--- src/rtl/spi_datagram_seq.sv ---
`default_nettype none
// ============================================================================
// Module   : spi_datagram_seq
// Purpose  : Queues register read/write requests and sequences them as 40-bit
//            SPI datagrams with fixed transfer and gap timing.
// Options  : SEQ_READ_REPEAT_EN - each read is transferred twice; only the
//            second capture produces a response.
// Revision : 1.0 - initial release
// ============================================================================
module spi_datagram_seq #(
    parameter int XFER_CYCLES = 250,
    parameter int GAP_CYCLES  = 8,
    parameter int FIFO_DEPTH  = 4
) (
    input  logic        clk_in,
    input  logic        rst_n_in,
    input  logic        req_valid_in,
    output logic        req_ready_out,
    input  logic        req_write_in,
    input  logic [6:0]  req_addr_in,
    input  logic [31:0] req_data_in,
    output logic [39:0] spi_data_out,
    output logic        spi_send_enable_out,
    input  logic [39:0] spi_data_in,
    output logic        resp_valid_out,
    output logic [7:0]  resp_status_out,
    output logic [31:0] resp_data_out,
    output logic        busy_out
);

    localparam int PTR_W   = $clog2(FIFO_DEPTH);
    localparam int CNT_MAX = (XFER_CYCLES > GAP_CYCLES) ? XFER_CYCLES : GAP_CYCLES;
    localparam int CNT_W   = $clog2(CNT_MAX + 1);

    localparam logic [CNT_W-1:0] c_XFER_LAST = CNT_W'(XFER_CYCLES - 1);
    localparam logic [CNT_W-1:0] c_GAP_LAST  = CNT_W'(GAP_CYCLES - 1);
    localparam logic [PTR_W:0]   c_FULL      = (PTR_W + 1)'(FIFO_DEPTH);

    typedef enum logic [1:0] {
        S_IDLE = 2'd0,
        S_XFER = 2'd1,
        S_GAP  = 2'd2
    } state_t;

    state_t             r_state_q, w_state_d;
    logic [CNT_W-1:0]   r_cnt_q, w_cnt_d;
    logic [39:0]        r_data_q, w_data_d;
    logic               r_rpt_q, w_rpt_d;
    logic               r_resp_valid_q, w_resp_valid_d;
    logic [7:0]         r_status_q, w_status_d;
    logic [31:0]        r_rdata_q, w_rdata_d;
    logic [PTR_W-1:0]   r_wr_ptr_q, w_wr_ptr_d;
    logic [PTR_W-1:0]   r_rd_ptr_q, w_rd_ptr_d;
    logic [PTR_W:0]     r_count_q, w_count_d;
    logic [39:0]        r_mem_q [FIFO_DEPTH];

    logic               w_push;
    logic               w_pop;
    logic               w_empty;
    logic [39:0]        w_push_dg;
    logic [39:0]        w_head_dg;

    // ------------------------------------------------------------------
    // Request FIFO; ready reflects only the registered occupancy
    // ------------------------------------------------------------------
    assign w_empty       = (r_count_q == '0);
    assign req_ready_out = (r_count_q != c_FULL);
    assign w_push        = req_valid_in & req_ready_out;
    assign w_pop         = (r_state_q == S_IDLE) & ~w_empty;
    assign w_push_dg     = {req_write_in, req_addr_in, (req_write_in ? req_data_in : 32'h0)};
    assign w_head_dg     = r_mem_q[r_rd_ptr_q];

    always_comb begin
        w_wr_ptr_d = r_wr_ptr_q;
        w_rd_ptr_d = r_rd_ptr_q;
        w_count_d  = r_count_q;
        if (w_push) begin
            w_wr_ptr_d = r_wr_ptr_q + PTR_W'(1);
        end
        if (w_pop) begin
            w_rd_ptr_d = r_rd_ptr_q + PTR_W'(1);
        end
        case ({w_push, w_pop})
            2'b10:   w_count_d = r_count_q + (PTR_W + 1)'(1);
            2'b01:   w_count_d = r_count_q - (PTR_W + 1)'(1);
            default: w_count_d = r_count_q;
        endcase
    end

    always_ff @(posedge clk_in) begin
        if (w_push) begin
            r_mem_q[r_wr_ptr_q] <= w_push_dg;
        end
    end

    // ------------------------------------------------------------------
    // Sequencer
    // ------------------------------------------------------------------
    always_comb begin
        w_state_d      = r_state_q;
        w_cnt_d        = r_cnt_q;
        w_data_d       = r_data_q;
        w_rpt_d        = r_rpt_q;
        w_resp_valid_d = 1'b0;
        w_status_d     = r_status_q;
        w_rdata_d      = r_rdata_q;

        case (r_state_q)
            S_IDLE: begin
                if (w_pop) begin
                    w_state_d = S_XFER;
                    w_cnt_d   = '0;
                    w_data_d  = w_head_dg;
`ifdef SEQ_READ_REPEAT_EN
                    w_rpt_d   = ~w_head_dg[39];
`else
                    w_rpt_d   = 1'b0;
`endif
                end
            end
            S_XFER: begin
                if (r_cnt_q == c_XFER_LAST) begin
                    w_state_d = S_GAP;
                    w_cnt_d   = '0;
                    // The first pass of a repeated read is not reported
                    if (!r_rpt_q) begin
                        w_resp_valid_d = 1'b1;
                        w_status_d     = spi_data_in[39:32];
                        w_rdata_d      = spi_data_in[31:0];
                    end
                end else begin
                    w_cnt_d = r_cnt_q + CNT_W'(1);
                end
            end
            S_GAP: begin
                if (r_cnt_q == c_GAP_LAST) begin
                    w_cnt_d = '0;
                    if (r_rpt_q) begin
                        w_state_d = S_XFER;
                        w_rpt_d   = 1'b0;
                    end else begin
                        w_state_d = S_IDLE;
                    end
                end else begin
                    w_cnt_d = r_cnt_q + CNT_W'(1);
                end
            end
            default: begin
                w_state_d = S_IDLE;
                w_cnt_d   = '0;
                w_rpt_d   = 1'b0;
            end
        endcase
    end

    always_ff @(posedge clk_in or negedge rst_n_in) begin
        if (!rst_n_in) begin
            r_state_q      <= S_IDLE;
            r_cnt_q        <= '0;
            r_data_q       <= '0;
            r_rpt_q        <= 1'b0;
            r_resp_valid_q <= 1'b0;
            r_status_q     <= '0;
            r_rdata_q      <= '0;
            r_wr_ptr_q     <= '0;
            r_rd_ptr_q     <= '0;
            r_count_q      <= '0;
        end else begin
            r_state_q      <= w_state_d;
            r_cnt_q        <= w_cnt_d;
            r_data_q       <= w_data_d;
            r_rpt_q        <= w_rpt_d;
            r_resp_valid_q <= w_resp_valid_d;
            r_status_q     <= w_status_d;
            r_rdata_q      <= w_rdata_d;
            r_wr_ptr_q     <= w_wr_ptr_d;
            r_rd_ptr_q     <= w_rd_ptr_d;
            r_count_q      <= w_count_d;
        end
    end

    // Decoded from the state flop so an asynchronous reset drops it at once
    assign spi_send_enable_out = (r_state_q == S_XFER);
    assign spi_data_out        = r_data_q;
    assign resp_valid_out      = r_resp_valid_q;
    assign resp_status_out     = r_status_q;
    assign resp_data_out       = r_rdata_q;
    assign busy_out            = ~w_empty | (r_state_q != S_IDLE);

endmodule
`default_nettype wire

--- config.mk ---
export PLATFORM = sky130hd
export DESIGN_NAME = spi_datagram_seq
export DESIGN_NICKNAME = d
export VERILOG_FILES = /design/src/rtl/spi_datagram_seq.sv
export SDC_FILE = /design/constraint.sdc
export NUM_CORES = 1
export LEC_CHECK = 0
export BUFFER_PORTS_ARGS = -buffer_cell sky130_fd_sc_hd__buf_2
export CORE_UTILIZATION = 31
export CTS_CLUSTER_DIAMETER = 120
export DETAILED_ROUTE_END_ITERATION = 8
export HOLD_SLACK_MARGIN = 0.05
export PLACE_DENSITY = 0.59
export SLEW_MARGIN = 20
export SYNTH_ARGS = -nofsm -noshare
export SYNTH_HDL_FRONTEND = slang
export SYNTH_SLANG_ARGS = --single-unit
--- constraint.sdc ---
create_clock -name clk_in -period 2.2 [get_ports clk_in]
set_input_delay 0.11 -clock clk_in [delete_from_list [all_inputs] [get_ports clk_in]]
set_output_delay 0.11 -clock clk_in [all_outputs]
set_load 0.005 [all_outputs]
==> results.py <==
metrics = {
    "outcome": {
        "status": "finished clean",
    },
    "layout": {
        "final_common_cell": "buf_2",
        "seq_area_um2": 7260,
        "fillers": 2918,
        "syn2layout_area_growth_pct": 33.0,
        "layout-drive-gt1-share": 0.366,
        "antenna_cells": 0,
        "layout_common_cells": "165 x buf_2, 160 x edfxtp_1, 136 x nand2_1, 95 x dfrtp_1, 81 x dlygate4sd3_1",
        "multiInputGateArea_um2": 2650,
        "final_nets": 978,
    },
    "die": {
        "die_y_um": 182,
        "die_w_um": 182,
        "die_area_um2": 33100,
        "core_um2": 31700,
        "ios": 167,
        "row_count": 65,
        "initial_core_util": 0.317,
    },
    "setup_path": {
        "r2r_end": "r_count_q[2]",
        "crit_fanout": 6,
        "cp-start-kind": "flop",
        "cp-startpoint": "r_count_q[1]",
        "cpLargestDelayFamily": "simple AND/OR/NAND/NOR gates",
        "endpoint_kind": "flop",
        "cp.arrival_ns": 2.51,
        "cp.depth": 10,
        "required_ns": 2.68,
        "cp_slowest_cell": "dfrtp_2",
        "worstPathCellList": "nor2_1 -> nand2_1 -> and2_4 -> inv_1 -> ha_1 -> inv_1 -> fa_1 -> xor2_1 -> nor2_1 -> xor2_1",
        "crit_type": "reg2reg",
        "reg2reg_slack_ns": 0.17,
        "crit_end": "r_count_q[2]",
        "ff2ff_path_depth": 10,
        "cp_slowest_stage_delay_ns": 0.45,
        "critPathBufInv": 2,
        "r2r_start": "r_count_q[1]",
    },
    "route": {
        "ant_nets": 0,
        "wl_per_cell_um": 16.5,
        "vias_per_cell": 4.52,
        "wl_um": 21500,
        "drt_first_pass_iters": 4,
        "routed-via-count": 5914,
        "drc": 0,
        "drt_iter0_markers": 310,
    },
    "pwr": {
        "vdd_ir_drop_max_uv": 603,
        "powerDensity_nw_per_um2": 1230,
        "p_leak_nw": 5.46,
        "power_w": 0.0165,
    },
    "cts": {
        "cts_made_buffers": 29,
        "cts_tree": "yes",
        "path_clk_slew_ns": 0.06,
        "clock_tree.root_cell": "clkbuf_16",
        "clock_sinks": 258,
        "clock_latency_ns": 0.55,
        "cts_setup_buffers": 0,
        "h-tree-depth": 1,
        "cts_buffer_depth": 3,
    },
    "timing": {
        "rsz0062_at_grt": "false",
        "max_slew_margin": 0.518,
        "setup_viol": 0,
        "finalMaxSlewViolations": 0,
        "fin_worst_skew_ns": 0.00776,
        "fin_crit_ns": 2.03,
        "worst_slew_pin_slew_ns": 0.723,
        "tns_ns": 0,
        "finalHoldViolCount": 0,
        "final.period_utilization": 0.921,
        "timing.fmax_ghz": 0.493,
    },
    "placement": {
        "port_buffers": 166,
        "dpl.hpwl_um": 12800,
        "finalWeightedCongestion": 0.739,
    },
    "logic_synthesis": {
        "netlist_area_um2": 10000,
        "yosys_warnings": 0,
        "async_flop_share": 0.380,
        "syn_nets": 706,
        "synth-seq-cells": 258,
        "yosysSeqAreaShare": 0.722,
        "yosysUniqueCellTypes": 39,
        "syn_avg_cell_area_um2": 16.4,
        "synth_ff_type": "edfxtp_1",
        "syn_inst": 611,
        "synth_enable_flop_cells": 160,
    },
    "min_path": {
        "hold_path_class": "in2async",
    },
    "flow_run": {
        "max_cap_violations": 0,
    },
    "global_routing": {
        "met2_usage": 0.222,
        "grt_util_met3": 0.0227,
        "met1_usage": 0.171,
        "grt_pass1_vias": 6222,
        "grt-ovfl-total": 0,
        "antenna_found_initial": 0,
        "grt_max_degree": 46,
        "top_usage_layer": "met2",
        "grt_usage": 0.130,
        "grt_pass1_wl_um": 33900,
    },
}
[state kept, by name, indices dropped and copies added (netlist names)]
| register | flops |
|---|---|
| r_state_q | 2 |
| r_mem_q | 160 |
| resp_data_out | 32 |
| r_rd_ptr_q | 2 |
| resp_valid_out | 1 |
| r_cnt_q | 8 |
| spi_data_out | 40 |
| r_wr_ptr_q | 2 |
| r_count_q | 3 |
| resp_status_out | 8 |
[metal layers]
layer / vias to the layer above / wire length, um
met5: - / 0
met3: 41 / 1080
met1: 2935 / 9770
met4: 0 / 580
met2: 171 / 10100
li1: 2767 / -
[power by group]
part / internal (W) / total, W / switching (W)
Sequential: 0.00637 / 0.00685 / 0.000480
Clock: 0.00327 / 0.00522 / 0.00194
Combinational: 0.00200 / 0.00439 / 0.00239
Total: 0.0116 / 0.0165 / 0.00481
[cells in the mapped netlist, types with 4 or more instances]
cell | number | area (um2)
o21ai_0 | 5 | 25.0
mux2_2 | 43 | 484
nand2_1 | 136 | 510
clkbuf_1 | 14 | 52.6
buf_1 | 4 | 15.0
ha_1 | 11 | 138
inv_1 | 11 | 41.3
and2_1 | 34 | 213
mux4_2 | 40 | 901
nor2_1 | 4 | 15.0
edfxtp_1 | 160 | 4800
and3_1 | 4 | 25.0
o211ai_1 | 4 | 30.0
xnor2_1 | 4 | 35.0
dfrtp_1 | 98 | 2450
nand3_1 | 4 | 20.0
buf_2 | 8 | 40.0
[worst reg2reg max path, delay by kind of cell, from the launching register on]
kind / cells / cell delay (ns)
AND/OR/NAND/NOR: 4 / 0.56
adder cells (fa/ha/maj): 2 / 0.54
flip-flops: 1 / 0.45
XOR/XNOR: 2 / 0.30
buffers and inverters: 2 / 0.11
[repair_timing]
item | 4_1_cts | 5_1_grt
hold buffers | 81 | 0
gates resized for setup | 0 | 2
endpoints found under the hold margin | 275 | 0
setup endpoints to repair | 0 | 1
[kinds of logic (layout without fill, tap and decap cells)]
kind of cell / count (synthesis) / after routing / share of synthesized area
buffers and inverters: 39 / 333 / 0.0163
AOI/OAI and AO/OA: 20 / 20 / 0.0163
DFF: 258 / 258 / 0.722
adders and majority gates: 12 / 12 / 0.0157
xor gates and xnor gates: 6 / 6 / 0.00523
muxes: 83 / 83 / 0.138
and+or+nand+nor: 193 / 193 / 0.0862
[how the worst min path moves through the flow]
stage	to	slack, ns	start	depth (start not counted)
after global routing	resp_data_out[16]	0.21	rst_n_in	2
after global placement	resp_data_out[3]	0.20	rst_n_in	1
after CTS	resp_data_out[24]	0.15	rst_n_in	2
after floorplan	r_cnt_q[0]	-0.19	rst_n_in	0
final	resp_status_out[6]	0.15	rst_n_in	2
after detailed placement	resp_data_out[3]	0.20	rst_n_in	1
[metrics by stage]
step / hold slack (ns) / instances / area, um2 / worst slack, ns / utilization
floorplan: -0.186 / 611 / 10000 / 0.0302 / -
global placement: 0.199 / 1173 / 11500 / 0.162 / 0.363
detailed placement: 0.197 / 1173 / 11500 / 0.126 / 0.363
CTS: 0.151 / 1307 / 13400 / 0.117 / 0.421
global route: 0.215 / 1307 / 13400 / 0.0157 / 0.421
finish: 0.150 / 1307 / 13400 / 0.173 / 0.421
[area by class of cell]
class,instances,area share
Timing Repair Buffer,268,0.139
Tap cell,402,0.0376
Multi-Input combinational cell,314,0.198
Inverter,12,0.00337
Clock inverter,19,0.0216
Clock buffer,34,0.0565
Sequential cell,258,0.543
Note: power is estimated with default switching activity, not from simulation.
